File: src/rtl/sonar_scheduler_if.sv
// Sonar scheduler bundle: groups the enable input, the ranging-driver
// handshake and the per-sensor result outputs into one interface.
//   master : the scheduler (drives the measure/reset strobes, sel and results)
//   slave  : the environment (drives enable, drv_ready and drv_distance)
// Ports carried:
//   enable        run continuous round-robin scan
//   drv_ready     driver idle / distance stable
//   drv_distance  driver distance in cm
//   drv_measure   single-cycle start pulse to the driver
//   drv_rst       driver abort reset
//   sel           sensor currently muxed to the driver
//   dist_flat     latched distance per sensor, sensor i at [8i+7:8i]
//   valid         per-sensor completed-measurement flag
//   timeout       per-sensor last-attempt-aborted flag
//   frame_done    one-cycle pulse after the last sensor's slot
interface sonar_scheduler_if #(
  parameter int NUM_SENSORS = 4
);
  logic                       enable;
  logic                       drv_ready;
  logic [7:0]                 drv_distance;
  logic                       drv_measure;
  logic                       drv_rst;
  logic [2:0]                 sel;
  logic [8*NUM_SENSORS-1:0]   dist_flat;
  logic [NUM_SENSORS-1:0]     valid;
  logic [NUM_SENSORS-1:0]     timeout;
  logic                       frame_done;

  modport master (
    input  enable, drv_ready, drv_distance,
    output drv_measure, drv_rst, sel, dist_flat, valid, timeout, frame_done
  );

  modport slave (
    output enable, drv_ready, drv_distance,
    input  drv_measure, drv_rst, sel, dist_flat, valid, timeout, frame_done
  );
endinterface

File: src/rtl/sonar_scheduler.sv
// Sonar scheduler: time-shares one ultrasonic ranging driver across
// NUM_SENSORS sensors in round-robin order, with an idle gap between
// measurements to keep echoes from one sensor out of the next.
// Ports:
//   clk  system clock, rising edge
//   rst  asynchronous, active-high reset
//   bus  sonar_scheduler_if.master (enable, driver handshake, results)
//
// state   | meaning
// --------+-------------------------------------------------------------
// IDLE    | halted; leaves when enable and the driver is ready
// START   | drv_measure high for this single cycle
// ACK     | waiting for the driver to drop ready (bounded by ACK_CYCLES)
// BUSY    | measurement running (bounded by TIMEOUT_CYCLES)
// SETTLE  | one cycle for the distance output to settle
// CAPTURE | latch distance into slot sel, mark valid, clear timeout
// ABORT   | drv_rst high for two cycles, mark timeout for slot sel
// GAP     | anti-crosstalk idle, then advance sel
module sonar_scheduler #(
  parameter int NUM_SENSORS    = 4,
  parameter int GAP_CYCLES     = 3000000,
  parameter int TIMEOUT_CYCLES = 2500000,
  parameter int ACK_CYCLES     = 4
) (
  input  logic                clk,
  input  logic                rst,
  sonar_scheduler_if.master   bus
);

  localparam logic [2:0] S_IDLE    = 3'd0;
  localparam logic [2:0] S_START   = 3'd1;
  localparam logic [2:0] S_ACK     = 3'd2;
  localparam logic [2:0] S_BUSY    = 3'd3;
  localparam logic [2:0] S_SETTLE  = 3'd4;
  localparam logic [2:0] S_CAPTURE = 3'd5;
  localparam logic [2:0] S_ABORT   = 3'd6;
  localparam logic [2:0] S_GAP     = 3'd7;

  localparam int MAX_WAIT = (GAP_CYCLES > TIMEOUT_CYCLES) ?
                            ((GAP_CYCLES > ACK_CYCLES) ? GAP_CYCLES : ACK_CYCLES) :
                            ((TIMEOUT_CYCLES > ACK_CYCLES) ? TIMEOUT_CYCLES : ACK_CYCLES);
  localparam int CNT_W = ($clog2(MAX_WAIT + 1) > 22) ? $clog2(MAX_WAIT + 1) : 22;

  // Terminal counts: the counter starts at 0 on state entry, so the last
  // cycle of an N-cycle window is the one where cnt == N-1.
  localparam logic [CNT_W-1:0] ACK_LAST   = CNT_W'(ACK_CYCLES - 1);
  localparam logic [CNT_W-1:0] TMO_LAST   = CNT_W'(TIMEOUT_CYCLES - 1);
  localparam logic [CNT_W-1:0] GAP_LAST   = CNT_W'(GAP_CYCLES - 1);
  localparam logic [CNT_W-1:0] ABORT_LAST = CNT_W'(1);
  localparam logic [2:0]       SEL_LAST   = 3'(NUM_SENSORS - 1);

  logic [2:0]       state;
  logic [2:0]       state_nxt;
  logic [CNT_W-1:0] cnt;
  logic             counting;
  logic             gap_done;

  always_comb begin
    state_nxt = state;
    case (state)
      S_IDLE:    if (bus.enable && bus.drv_ready) state_nxt = S_START;
      S_START:   state_nxt = S_ACK;
      S_ACK: begin
        if (!bus.drv_ready)       state_nxt = S_BUSY;
        else if (cnt == ACK_LAST) state_nxt = S_ABORT;
      end
      S_BUSY: begin
        // A completion seen on the final busy cycle still wins over abort.
        if (bus.drv_ready)        state_nxt = S_SETTLE;
        else if (cnt == TMO_LAST) state_nxt = S_ABORT;
      end
      S_SETTLE:  state_nxt = S_CAPTURE;
      S_CAPTURE: state_nxt = S_GAP;
      S_ABORT:   if (cnt == ABORT_LAST) state_nxt = S_GAP;
      S_GAP:     if (cnt == GAP_LAST) state_nxt = bus.enable ? S_START : S_IDLE;
      default:   state_nxt = S_IDLE;
    endcase
  end

  assign counting = (state == S_ACK) || (state == S_BUSY) ||
                    (state == S_ABORT) || (state == S_GAP);
  assign gap_done = (state == S_GAP) && (cnt == GAP_LAST);

  always_ff @(posedge clk or posedge rst) begin
    if (rst) begin
      state <= S_IDLE;
      cnt   <= '0;
    end else begin
      state <= state_nxt;
      // Every bounded state exits at its terminal count, so cnt never wraps.
      if (state_nxt != state) cnt <= '0;
      else if (counting)      cnt <= cnt + CNT_W'(1);
    end
  end

  // Strobes decode straight from the state, so they can never overlap and
  // drop immediately on reset.
  assign bus.drv_measure = (state == S_START);
  assign bus.drv_rst     = (state == S_ABORT);

  always_ff @(posedge clk or posedge rst) begin
    if (rst) begin
      bus.sel        <= '0;
      bus.dist_flat  <= '0;
      bus.valid      <= '0;
      bus.timeout    <= '0;
      bus.frame_done <= 1'b0;
    end else begin
      bus.frame_done <= gap_done && (bus.sel == SEL_LAST);
      if (gap_done) bus.sel <= (bus.sel == SEL_LAST) ? 3'd0 : bus.sel + 3'd1;
      for (int i = 0; i < NUM_SENSORS; i++) begin
        if (bus.sel == 3'(i)) begin
          if (state == S_CAPTURE) begin
            bus.dist_flat[8*i +: 8] <= bus.drv_distance;
            bus.valid[i]            <= 1'b1;
            bus.timeout[i]          <= 1'b0;
          end else if (state == S_ABORT) begin
            bus.timeout[i]          <= 1'b1;
          end
        end
      end
    end
  end

endmodule

File: src/flat_wrapper.sv
// flat-port wrapper written by rule: the top's interface ports become plain ports
module sonar_scheduler_flat 
#(
  parameter int NUM_SENSORS    = 4,
  parameter int GAP_CYCLES     = 3000000,
  parameter int TIMEOUT_CYCLES = 2500000,
  parameter int ACK_CYCLES     = 4
)
  (clk, rst, bus_enable, bus_drv_ready, bus_drv_distance, bus_drv_measure, bus_drv_rst, bus_sel, bus_dist_flat, bus_valid, bus_timeout, bus_frame_done);
  sonar_scheduler_if #(.NUM_SENSORS(NUM_SENSORS)) bus_i ();
  input  logic clk;
  input  logic rst;
  input wire logic [$bits(bus_i.enable)-1:0] bus_enable;
  input wire logic [$bits(bus_i.drv_ready)-1:0] bus_drv_ready;
  input wire logic [$bits(bus_i.drv_distance)-1:0] bus_drv_distance;
  output wire logic [$bits(bus_i.drv_measure)-1:0] bus_drv_measure;
  output wire logic [$bits(bus_i.drv_rst)-1:0] bus_drv_rst;
  output wire logic [$bits(bus_i.sel)-1:0] bus_sel;
  output wire logic [$bits(bus_i.dist_flat)-1:0] bus_dist_flat;
  output wire logic [$bits(bus_i.valid)-1:0] bus_valid;
  output wire logic [$bits(bus_i.timeout)-1:0] bus_timeout;
  output wire logic [$bits(bus_i.frame_done)-1:0] bus_frame_done;
  assign bus_i.enable = bus_enable;
  assign bus_i.drv_ready = bus_drv_ready;
  assign bus_i.drv_distance = bus_drv_distance;
  assign bus_drv_measure = bus_i.drv_measure;
  assign bus_drv_rst = bus_i.drv_rst;
  assign bus_sel = bus_i.sel;
  assign bus_dist_flat = bus_i.dist_flat;
  assign bus_valid = bus_i.valid;
  assign bus_timeout = bus_i.timeout;
  assign bus_frame_done = bus_i.frame_done;
  sonar_scheduler #(.NUM_SENSORS(NUM_SENSORS), .GAP_CYCLES(GAP_CYCLES), .TIMEOUT_CYCLES(TIMEOUT_CYCLES), .ACK_CYCLES(ACK_CYCLES)) u_core (.clk(clk), .rst(rst), .bus(bus_i));
endmodule
File: config.mk
export PLATFORM = sky130hd
export DESIGN_NAME = sonar_scheduler_flat
export DESIGN_NICKNAME = d
export VERILOG_FILES = /design/src/rtl/sonar_scheduler_if.sv /design/src/rtl/sonar_scheduler.sv /design/src/flat_wrapper.sv
export SDC_FILE = /design/constraint.sdc
export NUM_CORES = 1
export LEC_CHECK = 0
export ABC_AREA = 1
export CORE_MARGIN = 3
export CORE_UTILIZATION = 48
export DETAILED_ROUTE_END_ITERATION = 12
export GPL_TIMING_DRIVEN = 0
export PLACE_DENSITY = 0.76
export SLEW_MARGIN = 20
export SYNTH_ARGS = -nofsm -noshare
export SYNTH_HDL_FRONTEND = slang
export SYNTH_SLANG_ARGS = --single-unit
File: constraint.sdc
create_clock -name clk -period 2.03 [get_ports clk]
set_input_delay 0.203 -clock clk [delete_from_list [all_inputs] [get_ports clk]]
set_output_delay 0.203 -clock clk [all_outputs]
set_load 0.02 [all_outputs]
* Word-level counts from Yosys, hierarchy flattened
Cells that the tools add are included.
Widths: inputs -> output; s select.
** Operators by class
- $add $sub $neg :: 2
- Equality and inequality tests :: 15
- Multiplexer cells :: 14
- Reductions and logical operators :: 18
** Operators with widths (number)
- $eq 22x22->1 const B :: 2
- $mux 22 :: 2
- $mux 3 :: 8
- $pmux 3 s8 :: 1
- $add 22x1->22 const B :: 1
- $eq 22x1->1 const B :: 1
- $eq 22x2->1 const B :: 1
- $reduce_and 2->1 :: 8
- $eq 3x2->1 const B :: 4
- $eq 3x3->1 const B :: 4
- $eq 3x1->1 const B :: 2
- $logic_not 3->1 :: 2
- $reduce_bool 2->1 :: 2
- $add 3x1->3 const B :: 1
- $logic_and 1x1->1 :: 3
- $logic_or 1x1->1 :: 3
- $mux 1 :: 3
- $ne 3x3->1 :: 1
** Storage, ports and cells
- Register bits :: 69
- Input port bits :: 12
- Output and inout bits :: 46

* Longest topological paths before layout
Gate-level depths: netlist (run 1).
- Word-level depth :: 6
- Mapped depth :: 14

* Worst setup path after synthesis (run 1)
No wires, ideal clock.
- Kind :: flip-flop to flip-flop
- Start :: reg u_core.cnt[0]
- End :: reg u_core.cnt[1]
- Setup time :: 0.122 ns
- Arrival time :: 1.579 ns
- Slack :: 0.329 ns
- Stages on the path, launching flop included :: 14
- Path buffers :: 1
- Period minus slack after synthesis :: 1.701 ns
- Cells stage by stage :: dfrtp_1 -> ha_1 -> nand3_2 -> inv_2 -> nand3_2 -> nor2_1 -> nor2_1 -> nor2_1 -> nand4_1 -> nand2_1 -> nand2_1 -> nand3_2 -> buf_6 -> nor2_2
** On the way
- Longest elaborated chain between the ends :: 6
- Elaborated cells on any way between the ends :: 16
** Ends and longest elaborated chain
- start: declaration :: line sonar_scheduler.sv:54 : logic [CNT_W-1:0] cnt;
- start signal: assignment :: line sonar_scheduler.sv:92 : else if (counting) cnt <= cnt + CNT_W'(1);
- $eq 22x22->1 or $eq 22x2->1 (tied branches) :: line sonar_scheduler.sv:70, sonar_scheduler.sv:65
- $mux 3, on equally long branches :: line sonar_scheduler.sv:70, sonar_scheduler.sv:65
- $mux 3, on equally long branches :: line sonar_scheduler.sv:69, sonar_scheduler.sv:64
- $pmux 3 s8 :: line sonar_scheduler.sv:60 : case (state)
- $ne 3x3->1 :: line sonar_scheduler.sv:91 : if (state_nxt != state) cnt <= '0;
- $mux 22 or $reduce_bool 2->1 (tied branches)
Several ways; a longest one is shown, not always the timed one. The select of a mux whose other input is x is not followed.
A chain may end at the register's enable or synchronous reset.

* Worst setup path in the final report (run 1)
- Start :: reg u_core.cnt[0]
- End :: reg u_core.cnt[10]
Same word-level chain as after synthesis.

==> flow_metrics.py, run 1 <==
metrics = {
    "status": {
        "outcome": "complete, no violations",
    },
    "clocking": {
        "cts_sinks": 69,
        "clock_latency_ns": 0.35,
        "cts_buffer_depth": 2,
        "cts_buffers": 9,
        "cts_tree": "built",
        "clkTransAtPathRegs_ns": 0.08,
        "cts_root_buffer": "clkbuf_8",
        "hold_buffers": 0,
        "cts.htree.levels": 3,
    },
    "sta": {
        "min_period_over_period_pct": 93.5,
        "final-hold-violation-count": 0,
        "setup_viol": 0,
        "skew_ns": 0.00957,
        "drv_slew": 0,
        "worst_slew_pin_slew_ns": 0.514,
        "relSlewSlack_pct": 65.7,
        "fmax_mhz": 527,
        "layout_min_cycle_time_ns": 1.90,
        "rsz0062_at_grt": "true",
    },
    "global_route": {
        "grt_max_degree": 61,
        "overflow": 0,
        "grt_pass1_vias": 2790,
        "grt_pass1_wl_mm": 13.3,
        "grt.total_usage_pct": 20.0,
        "antenna_found_initial": 0,
    },
    "finish": {
        "layout_commonest_cell": "nand2_1",
        "finalInstanceArea_sq_mm": 0.00452,
        "areaGrowthSynthToFinish_pct": 31.0,
        "antenna_cells": 0,
        "drive_gt1_share_pct": 16.6,
        "layout_common_cells": "nand2_1, dfrtp_1, clkdlybuf4s50_1, nor2_1, inv_1",
        "fin_nets": 513,
    },
    "synthesis": {
        "synthCells": 423,
        "syn_area_per_cell_sq_um": 8.16,
        "synth_area_sq_mm": 0.00345,
        "ys_ff_latch": 69,
        "syn_nets": 441,
        "synth_warnings": 0,
        "synth_seq_area_share_pct": 50.0,
        "synth.distinct_cells": 29,
    },
    "job": {
        "maxCapViolations": 0,
    },
    "drt": {
        "finalWirelength_mm": 7.91,
        "ant_nets": 0,
        "dr.pass1.iters": 4,
        "vias_per_cell": 4.98,
        "wl_per_cell_um": 13.3,
        "drcViolationCount": 0,
        "drt_iter0_drc": 140,
        "routed-via-count": 2964,
    },
    "setup_path": {
        "slowest_stage": "dfrtp_2",
        "worstPathArrival_ns": 2.14,
        "endpoint_kind": "register",
        "path_max_fanout": 5,
        "max_stage_delay_ns": 0.42,
        "cp_common_cell": "nor2_1",
        "cp.required_ns": 2.27,
        "path_cells": "ha_4 -> nand3_2 -> inv_2 -> nand3_2 -> nor2_1 -> nor2_1 -> nor2_1 -> nand4_1 -> nand2_1 -> nand2_1 -> nand3_4 -> clkbuf_16 -> nor2_2",
        "cp-start-kind": "register",
        "criticalPathCategory": "reg -> reg",
    },
    "place": {
        "gp_congestion": 0.853,
        "io_buffers": 57,
        "hpwl_mm": 5.66,
        "placed_area_sq_mm": 0.00417,
    },
    "floorplan": {
        "fp.dieW_um": 90.8,
        "die_height_um": 90.8,
        "start_util_pct": 50.3,
        "core_sq_mm": 0.00687,
        "ioPinCount": 58,
        "placementRows": 30,
        "dieArea_sq_mm": 0.00825,
    },
    "power_and_ir_drop": {
        "max-vdd-ir-drop_uv": 344,
        "power_density_mw_per_mm2": 616,
        "leakagePower_nw": 2.07,
        "p_total_w": 0.00279,
    },
    "min_path": {
        "hp-class": "in -> async",
    },
}
## power breakdown
| group | internal [W] | switching [W] |
|---|---|---|
| Sequential | 0.00137 | 0 |
| Clock | 0.000811 | 0.000533 |
| Combinational | 0.0000254 | 0.0000429 |
## stage by stage
stage | instances | hold slack (ns) | worst slack (ns) | setup TNS, ns | util, %
4_1_cts | 592 | 0.0926 | 0.0514 | 0 | 64.3
5_1_grt | 595 | 0.0983 | -0.0546 | -0.116 | 65.9
3_3_place_gp | 576 | 0.451 | -1.01 | -69.54 | 60.3
6_report | 595 | 0.0957 | 0.131 | 0 | 65.9
3_5_place_dp | 577 | 0.456 | -0.0407 | -0.0594 | 60.8
2_1_floorplan | 423 | 0.320 | 0.0871 | 0 | -
## critical path: cells and delay by family (launching register included)
family / cells / cell delay, ns
adders and majority gates: 1 / 0.16
and+or+nand+nor: 10 / 0.93
buffers and inverters: 2 / 0.28
DFF: 1 / 0.42
## per-layer routing
layer  track usage, %  wire (um)  part of all wire [%]  vias to the layer above
met1             26.1       3520                    45                     1381
li1                 -          -                     -                     1472
met5                0          0                     0                        -
met2             32.1       3850                    49                       96
met3             3.92        409                   5.2                       15
met4             9.55        125                   1.6                        0
## synthesized netlist by cell type, drive strengths merged
cell type | instances | area share, %
xor2 | 13 | 3.3
and3 | 2 | 0.36
o21ai | 10 | 1.4
nand2 | 148 | 16
dfrtp | 69 | 50
buf | 5 | 1.3
or2 | 5 | 0.91
xnor2 | 3 | 0.76
clkbuf | 1 | 0.11
a21oi | 2 | 0.62
nor3 | 8 | 1.3
inv | 38 | 4.1
ha | 6 | 2.2
clkinv | 4 | 0.43
o211ai | 2 | 0.43
o22ai | 1 | 0.18
nand4 | 8 | 1.4
a22o | 1 | 0.25
nor2 | 68 | 9.7
nand3 | 29 | 4.8
## worst paths after layout
check	slack [ns]	cells after the start	to	start
max	0.13	13	u_core.cnt[10]	u_core.cnt[0]
min	0.1	2	u_core.bus.dist_flat[16]	rst
max reg2reg	0.13	13	u_core.cnt[10]	u_core.cnt[0]
min reg2reg	0.47	1	u_core.bus.valid[3]	u_core.bus.valid[3]
max in group asynchronous	1.40	3	u_core.cnt[0]	rst
min in group clk	0.47	1	u_core.bus.valid[3]	u_core.bus.valid[3]
## area by class of cell
class                      instances  area, sq um
fill                             566         2340
clock buffer                       9          124
inverter                          42          165
multi-input combinational        306         1570
buffer                             6         60.1
clock inverter                     6          113
sequential                        69         1730
tap                               96          120
timing repair buffer              61          639
## registers in the layout, indices dropped and copies added (netlist names)
| name | count |
|---|---|
| u_core.bus.dist_flat | 32 |
| u_core.bus.frame_done | 1 |
| u_core.bus.sel | 3 |
| u_core.bus.timeout | 4 |
| u_core.bus.valid | 4 |
| u_core.cnt | 22 |
| u_core.state | 3 |
## what timing repair did
| item | CTS | global route |
|---|---|---|
| setup endpoints to repair | 16 | 57 |
| setup buffers | 0 | 2 |
| gates resized for setup | 6 | 16 |
| cloned | 0 | 1 |
| pin swaps | 0 | 3 |
## cell families after synthesis
kind of cell               synth area share, %
AOI/OAI and AO/OA                         2.93
xor gates and xnor gates                  4.06
adders and majority gates                 2.17
buffers and inverters                     5.94
DFF                                       50.0
and+or+nand+nor                           34.9
No activity file was read; power rests on OpenSTA's default activity.
==> inputs of run 2 (changes only) <==
Settings changed: CTS_CLUSTER_SIZE from default to 8.
==> results of run 2 <==
No change in the layout: final DEF, timing and power equal those of run 1.
